**src/rtl/cpx_pkg.sv**
```systemverilog
// Shared widths and helpers for the complex multiplier pipeline.
package cpx_pkg;

    localparam int unsigned CPX_X_BITS = 8;
    localparam int unsigned CPX_Y_BITS = 8;

    // Width that holds any sum of two X*Y products without overflow.
    function automatic int unsigned cpx_full_bits(input int unsigned x_bits,
                                                  input int unsigned y_bits);
        return x_bits + y_bits + 1;
    endfunction

    // Right-shift that reduces the full-precision result to the output width.
    function automatic int unsigned cpx_shift_bits(input int unsigned full_bits,
                                                   input int unsigned out_bits);
        return full_bits - out_bits;
    endfunction

    localparam int unsigned CPX_FULL_BITS  = cpx_full_bits(CPX_X_BITS, CPX_Y_BITS);
    localparam int unsigned CPX_OUT_BITS   = CPX_FULL_BITS;
    localparam int unsigned CPX_SHIFT_BITS = cpx_shift_bits(CPX_FULL_BITS, CPX_OUT_BITS);

endpackage

```
**src/rtl/cpx_pipe_stage.sv**
```systemverilog
// Valid/ready register slice: loads whenever empty or downstream is taking its data.
module cpx_pipe_stage #(
    parameter int unsigned W = 8
) (
    input  logic         clk,
    input  logic         rst_n,
    input  logic         valid_in,
    input  logic [W-1:0] data_in,
    output logic         ready_out_c,
    output logic         valid_out,
    output logic [W-1:0] data_out,
    input  logic         ready_in
);

    assign ready_out_c = !valid_out || ready_in;

    // Hold when blocked; data only captured for real samples so outputs stay quiet on bubbles.
    always_ff @(posedge clk or negedge rst_n) begin
        if (!rst_n) begin
            valid_out <= 1'b0;
            data_out  <= '0;
        end else if (ready_out_c) begin
            valid_out <= valid_in;
            if (valid_in) begin
                data_out <= data_in;
            end
        end
    end

endmodule

```
**src/rtl/cpx_multiply_pipe.sv**
```systemverilog
// Three-stage valid/ready complex multiplier.
// Define CPX_MULTIPLY_CONJ_EN to compute x*conj(y) instead of x*y.
module cpx_multiply_pipe
    import cpx_pkg::*;
#(
    parameter int unsigned X_BITS   = CPX_X_BITS,
    parameter int unsigned Y_BITS   = CPX_Y_BITS,
    parameter int unsigned OUT_BITS = cpx_full_bits(X_BITS, Y_BITS)
) (
    input  logic                       clk,
    input  logic                       rst_n,
    input  logic                       m_axis_tvalid,
    output logic                       s_axis_tready,
    input  logic signed [X_BITS-1:0]   xi,
    input  logic signed [X_BITS-1:0]   xq,
    input  logic signed [Y_BITS-1:0]   yi,
    input  logic signed [Y_BITS-1:0]   yq,
    output logic                       s_axis_tvalid,
    input  logic                       m_axis_tready,
    output logic signed [OUT_BITS-1:0] i_out,
    output logic signed [OUT_BITS-1:0] q_out
);

    localparam int unsigned P_BITS = X_BITS + Y_BITS;
    localparam int unsigned FULL   = cpx_full_bits(X_BITS, Y_BITS);
    localparam int unsigned SHIFT  = cpx_shift_bits(FULL, OUT_BITS);
    localparam int unsigned W1     = 2 * X_BITS + 2 * Y_BITS;
    localparam int unsigned W2     = 4 * P_BITS;
    localparam int unsigned W3     = 2 * OUT_BITS;

    logic          ready1_c, ready2_c, ready3_c;
    logic          v1, v2, v3;
    logic [W1-1:0] s1_data;
    logic [W2-1:0] s2_data, s2_next;
    logic [W3-1:0] s3_data, s3_next;

    logic signed [X_BITS-1:0] s1_xi, s1_xq;
    logic signed [Y_BITS-1:0] s1_yi, s1_yq;
    logic signed [P_BITS-1:0] p_ii, p_qq, p_iq, p_qi;
    logic signed [P_BITS-1:0] s2_ii, s2_qq, s2_iq, s2_qi;
    logic signed [FULL-1:0]   sum_i, sum_q;
    logic signed [OUT_BITS-1:0] red_i, red_q;

    // S1: registered operands
    cpx_pipe_stage #(.W(W1)) u_s1 (
        .clk        (clk),
        .rst_n      (rst_n),
        .valid_in   (m_axis_tvalid),
        .data_in    ({xi, xq, yi, yq}),
        .ready_out_c(ready1_c),
        .valid_out  (v1),
        .data_out   (s1_data),
        .ready_in   (ready2_c)
    );

    assign {s1_xi, s1_xq, s1_yi, s1_yq} = s1_data;

    // Partial products; each fits P_BITS even for all-minimum operands.
    assign p_ii = P_BITS'(s1_xi) * P_BITS'(s1_yi);
    assign p_qq = P_BITS'(s1_xq) * P_BITS'(s1_yq);
    assign p_iq = P_BITS'(s1_xi) * P_BITS'(s1_yq);
    assign p_qi = P_BITS'(s1_xq) * P_BITS'(s1_yi);
    assign s2_next = {p_ii, p_qq, p_iq, p_qi};

    // S2: four products
    cpx_pipe_stage #(.W(W2)) u_s2 (
        .clk        (clk),
        .rst_n      (rst_n),
        .valid_in   (v1),
        .data_in    (s2_next),
        .ready_out_c(ready2_c),
        .valid_out  (v2),
        .data_out   (s2_data),
        .ready_in   (ready3_c)
    );

    assign {s2_ii, s2_qq, s2_iq, s2_qi} = s2_data;

`ifdef CPX_MULTIPLY_CONJ_EN
    assign sum_i = FULL'(s2_ii) + FULL'(s2_qq);
    assign sum_q = FULL'(s2_qi) - FULL'(s2_iq);
`else
    assign sum_i = FULL'(s2_ii) - FULL'(s2_qq);
    assign sum_q = FULL'(s2_iq) + FULL'(s2_qi);
`endif

    // Floor-truncate to the output width (arithmetic shift, no rounding).
    assign red_i   = OUT_BITS'(sum_i >>> SHIFT);
    assign red_q   = OUT_BITS'(sum_q >>> SHIFT);
    assign s3_next = {red_i, red_q};

    // S3: reduced result driving the outputs
    cpx_pipe_stage #(.W(W3)) u_s3 (
        .clk        (clk),
        .rst_n      (rst_n),
        .valid_in   (v2),
        .data_in    (s3_next),
        .ready_out_c(ready3_c),
        .valid_out  (v3),
        .data_out   (s3_data),
        .ready_in   (m_axis_tready)
    );

    assign s_axis_tready = ready1_c;
    assign s_axis_tvalid = v3;
    assign i_out         = s3_data[W3-1:OUT_BITS];
    assign q_out         = s3_data[OUT_BITS-1:0];

endmodule

```
**config.mk**
```make
export PLATFORM = sky130hd
export DESIGN_NAME = cpx_multiply_pipe
export DESIGN_NICKNAME = d
export VERILOG_FILES = /design/src/rtl/cpx_pkg.sv /design/src/rtl/cpx_pipe_stage.sv /design/src/rtl/cpx_multiply_pipe.sv
export SDC_FILE = /design/constraint.sdc
export NUM_CORES = 1
export LEC_CHECK = 0
export CAP_MARGIN = 0
export CORE_MARGIN = 10
export CORE_UTILIZATION = 65
export DETAILED_ROUTE_END_ITERATION = 10
export GPL_ROUTABILITY_DRIVEN = 0
export HOLD_SLACK_MARGIN = 0.08
export PLACE_DENSITY = 0.85
export SLEW_MARGIN = 20
export SYNTH_ARGS = -nofsm -noshare
export SYNTH_HDL_FRONTEND = slang
export SYNTH_HIERARCHICAL = 1
export SYNTH_SLANG_ARGS = --single-unit
```
**constraint.sdc**
```tcl
create_clock -name clk -period 9.85 [get_ports clk]
set_input_delay 1.97 -clock clk [delete_from_list [all_inputs] [get_ports clk]]
set_output_delay 1.97 -clock clk [all_outputs]
set_load 0.005 [all_outputs]
```
* After elaboration in Yosys (flattened, before gate mapping)
Cells that the tools add are included.
** Operators by class
- Reduce and logical (&&, ||, !) cells :: 9
- Add/sub/neg operators :: 2
- $mul :: 4
** Operators by type and width (count)
- $mul 8x8->16 :: 4
- $add 16x16->17 :: 1
- $sub 16x16->17 :: 1
- $reduce_and 2->1 :: 3
- $logic_not 1->1 :: 3
- $logic_or 1x1->1 :: 3
** Word-level totals
- Register bits after elaboration :: 133
- Output and inout port bits :: 36

* Longest topological paths before layout
- Word-level depth :: 5
- Mapped depth :: 18
- Mapped depth without buffers :: 17

* Modules after synthesis
Netlist, hierarchy kept.
** By module, submodules not included
- cpx_multiply_pipe :: instances 1, area an instance 11559.8 um^2, cells an instance 1363
- cpx_pipe_stage at u_s2 :: instances 1, area an instance 2671.3 um^2, cells an instance 138
- cpx_pipe_stage at u_s3 :: instances 1, area an instance 1463.9 um^2, cells an instance 75
- cpx_pipe_stage at u_s1 :: instances 1, area an instance 1391.3 um^2, cells an instance 71

* Least setup slack after synthesis
Ideal clock, no wire load.
- Kind :: reg2reg
- Start point :: reg u_s1.data_out[21]
- End point :: reg u_s2.data_out[15]
- Cell stages (with the launch flop) :: 19
- Path buffers :: 1
- Data arrival time :: 4.606 ns
- Slack :: 5.119 ns
- Path through :: dfrtp_1 > clkbuf_1 > and2_1 > fa_1 > inv_1 > fa_1 > inv_1 > fa_1 > inv_1 > fa_1 > inv_1 > ha_1 > a21oi_1 > nor2b_1 > a311oi_1 > o21ai_0 > o41ai_1 > xnor2_1 > mux2_4
** On the way
- Word-level cells in the longest chain between the ends :: 1
** Ends and longest elaborated chain
- from (decl) :: line cpx_pipe_stage.sv:11 : output logic [W-1:0] data_out,
- from (signal assigned) :: line cpx_pipe_stage.sv:25 : data_out <= data_in;
- $mul 8x8->16 :: line cpx_multiply_pipe.sv:62 : assign p_qi = P_BITS'(s1_xq) * P_BITS'(s1_yi);
- via p_qi[15] :: line cpx_multiply_pipe.sv:39 : logic signed [P_BITS-1:0] p_ii, p_qq, p_iq, p_qi;
- to (signal assigned) :: line cpx_pipe_stage.sv:25
- to (decl) :: line cpx_pipe_stage.sv:11
The timed path passes the listed nets, and every way through them passes these cells.
A chain may end at the register's enable or synchronous reset.

* Final worst setup path
- Start point :: reg u_s1.data_out[23]
- End point :: reg u_s2.data_out[15]
Same word-level chain as after synthesis.

==> flow_metrics.tcl <==
set metrics [dict create \
    cpLargestDelayFamily "adder cells" \
    cts_buffers 17 \
    maxCapViolCount 0 \
    synth-simple-area-share 0.126 \
    layout.cells.most_common "sky130_fd_sc_hd__inv_1" \
    cts_htree_levels 4 \
    post_drt_wl_per_cell_um 17.8 \
    cts_tree "built" \
    max_stage_delay_on_crit_path_ns 0.61 \
    timing.setup.tns_ns 0 \
    max_slew.worst_pin.slew_ns 0.953 \
    synth.area.mux_share 0.115 \
    die_height_um 182 \
    antenna_found_initial 0 \
    cts_repair_resize_count 0 \
    synth.yosys.seq_area_share 0.195 \
    design.die.area_mm2 0.0332 \
    cp-start-kind "flop" \
    synth-adder-area-share 0.368 \
    port-buffer-count 71 \
    route.vias.total 11647 \
    instance_count_of_the_mapped_netlist 1647 \
    final_max_slew_viol_count 0 \
    ys.flop_type "sky130_fd_sc_hd__dfrtp_1" \
    drt-vias-per-instance 5.70 \
    worstPathRequired_ns 10.17 \
    worst-path-buf-inv 4 \
    pin_count 72 \
    design.final.nets 2101 \
    synth_edf_count 0 \
    synth.avg_cell_area_um2 10.4 \
    route.antenna.remaining_nets 0 \
    cts.reportedPaths.clkPinSlew_ns 0.07 \
    critical_path.endpoint_type "flop" \
    clk_latency_ns 0.44 \
    slowest_stage_cell_crit_path "sky130_fd_sc_hd__dfrtp_1" \
    starting_utilization_of_the_core_area 0.658 \
    cts-root-buf "sky130_fd_sc_hd__clkbuf_16" \
    critical_path_class "flop to flop" \
    postCtsHoldBufs 0 \
    synthArstFlopShare 1.00 \
    worst_ep_arrival_time_ns 5.72 \
    setup_viol 0 \
    unrepaired_setup_endpoints_after_global_routing "no" \
    clock_path_buffers 2 \
    detail_route.wirelength_um 36300 \
    postCtsSetupBuffers 0 \
    layout_setup_ws_ns 4.44 \
    hold_viol_final 0 \
    crit_fanout 17 \
    clock_skew_ns 0.0116 \
    drive_above_1_share 0.107 \
    detailedPlacementHpwl_um 26500 \
    core.rowCount 59 \
    commonest_cells_after_routing_fill_and_taps_aside "sky130_fd_sc_hd__inv_1 (348), sky130_fd_sc_hd__fa_1 (222), sky130_fd_sc_hd__and2_1 (168), sky130_fd_sc_hd__ha_1 (148), sky130_fd_sc_hd__dfrtp_1 (133)" \
    syn-cell-area_mm2 0.0171 \
    pre_cts_ws_ns 4.52 \
    ff2ff_setup_slack_ns 4.44 \
    synth-xor-area-share 0.0425 \
    ys_seq_elements 133 \
    grt_first_pass_wirelength_um 62000 \
    status "finished, final reports clean" \
    min-delay-path-class "flop to flop" \
    post_dp_cell_area_mm2 0.0179 \
    global_route.usage.total 0.226 \
    period_share 0.549 \
    synth-compound-area-share 0.0580 \
    n_antenna_cell 0 \
    number_of_nets_in_the_synthesized_netlist 2053 \
    drt-pass1-iter-count 5 \
    chipWidth_um 182 \
    layout_min_cycle_time_ns 5.41 \
    numClockSinks 133 \
    combinational_family_with_the_most_area_after_synthesis "adder cells" \
    area_growth_pct 8.52 \
    core_area_mm2 0.0260 \
    timing.critical_path.cells "and2_1 -> fa_1 -> inv_1 -> fa_1 -> inv_1 -> fa_1 -> inv_1 -> fa_1 -> inv_1 -> ha_1 -> a21oi_1 -> nor2b_1 -> a311oi_1 -> o21ai_0 -> o41ai_1 -> xnor2_1 -> mux2_4" \
    via_count_of_the_first_global_routing_pass 13026 \
    grt-ovfl-total 0 \
    drtIter0Drc 808 \
    largest_net_degree_at_the_start_of_global_routing 72 \
    synthesis.yosys.warnings 6 \
    slew_margin_rel 0.364 \
    ys_types 59 \
    final_hold_slack_ns 0.506 \
    max_clock_freq_ghz 0.185 \
    finished_layout_cell_area_mm2 0.0185 \
    route.detailed.drc 0 \
]
==> synthesized netlist by cell type, types with 5 or more instances <==
cell                       number  share of area
sky130_fd_sc_hd__buf_12         6         0.0070
sky130_fd_sc_hd__xnor2_1       71          0.036
sky130_fd_sc_hd__buf_6          6         0.0040
sky130_fd_sc_hd__clkbuf_1      32         0.0070
sky130_fd_sc_hd__mux2_2        14         0.0092
sky130_fd_sc_hd__dfrtp_1      133           0.19
sky130_fd_sc_hd__inv_1        348          0.076
sky130_fd_sc_hd__nand3_1        8         0.0023
sky130_fd_sc_hd__nand2b_1      20         0.0073
sky130_fd_sc_hd__nand2_1       81          0.018
sky130_fd_sc_hd__a21oi_1       33         0.0097
sky130_fd_sc_hd__nor2b_1       34          0.012
sky130_fd_sc_hd__o211ai_1       5         0.0022
sky130_fd_sc_hd__o21a_1        10         0.0044
sky130_fd_sc_hd__fa_1         222           0.26
sky130_fd_sc_hd__nor3_1         7         0.0021
sky130_fd_sc_hd__a31oi_1       10         0.0037
sky130_fd_sc_hd__and2_1       168          0.062
sky130_fd_sc_hd__xor2_1        12         0.0062
sky130_fd_sc_hd__nor2_1        41         0.0090
sky130_fd_sc_hd__or4_1          5         0.0022
sky130_fd_sc_hd__a211oi_1      10         0.0044
sky130_fd_sc_hd__ha_1         148           0.11
sky130_fd_sc_hd__a21o_1        15         0.0066
sky130_fd_sc_hd__mux2_4       120           0.11
sky130_fd_sc_hd__o21ai_0       30         0.0088
==> cells by family after synthesis <==
kind of cell	after synthesis
AO/OA/AOI/OAI	147
buffers and inverters	392
AND/OR/NAND/NOR	387
adder cells (fa/ha/maj)	370
XOR/XNOR	83
flip-flops	133
multiplexers	135
==> flip-flops by register name, summed over array words and instances, names as in the netlist <==
register        cells
u_s2/data_out      64
u_s3/data_out      34
u_s1/data_out      32
u_s3/valid_out      1
u_s2/valid_out      1
u_s1/valid_out      1
==> metal layers <==
metal	GRT usage	vias up	share of wire
li1	-	5245	-
met1	0.281	5968	0.41
met2	0.391	361	0.50
met3	0.0421	73	0.061
met4	0.0745	0	0.024
met5	0	-	0
==> path summary, 6_finish.rpt <==
path	startpoint	endpoint	depth (start not counted)
max	u_s1/data_out[23]	u_s2/data_out[15]	17
min	u_s3/data_out[33]	u_s3/data_out[33]	1
max reg2reg	u_s1/data_out[23]	u_s2/data_out[15]	17
min reg2reg	u_s3/data_out[33]	u_s3/data_out[33]	1
max in group asynchronous	rst_n	u_s1/valid_out	2
min in group asynchronous	rst_n	u_s2/data_out[43]	1
==> metrics by stage <==
step,std cells,util
floorplan,1647,-
global placement,2011,0.690
detailed placement,2011,0.690
CTS,2043,0.714
global route,2043,0.714
finish,2043,0.714
==> area by class of cell <==
class,instances,area (um^2)
clock buffer,17,425
clock inverter,15,191
fill,1808,7440
inverter,348,1310
multi-input combinational,1122,12100
sequential,133,3330
tap,335,419
timing repair buffer,73,727
==> worst register-to-register path: stages (launching register included) <==
cell,delay [ns]
sky130_fd_sc_hd__dfrtp_1,0.61
sky130_fd_sc_hd__and2_1,0.32
sky130_fd_sc_hd__fa_1,0.49
sky130_fd_sc_hd__inv_1,0.06
sky130_fd_sc_hd__fa_1,0.49
sky130_fd_sc_hd__inv_1,0.05
sky130_fd_sc_hd__fa_1,0.52
sky130_fd_sc_hd__inv_1,0.05
sky130_fd_sc_hd__fa_1,0.49
sky130_fd_sc_hd__inv_1,0.05
sky130_fd_sc_hd__ha_1,0.33
sky130_fd_sc_hd__a21oi_1,0.17
sky130_fd_sc_hd__nor2b_1,0.06
sky130_fd_sc_hd__a311oi_1,0.55
sky130_fd_sc_hd__o21ai_0,0.30
sky130_fd_sc_hd__o41ai_1,0.36
sky130_fd_sc_hd__xnor2_1,0.12
sky130_fd_sc_hd__mux2_4,0.28
Power is not shown: default switching activity piles up to over one toggle a cycle in this logic, so the estimate is an artifact.
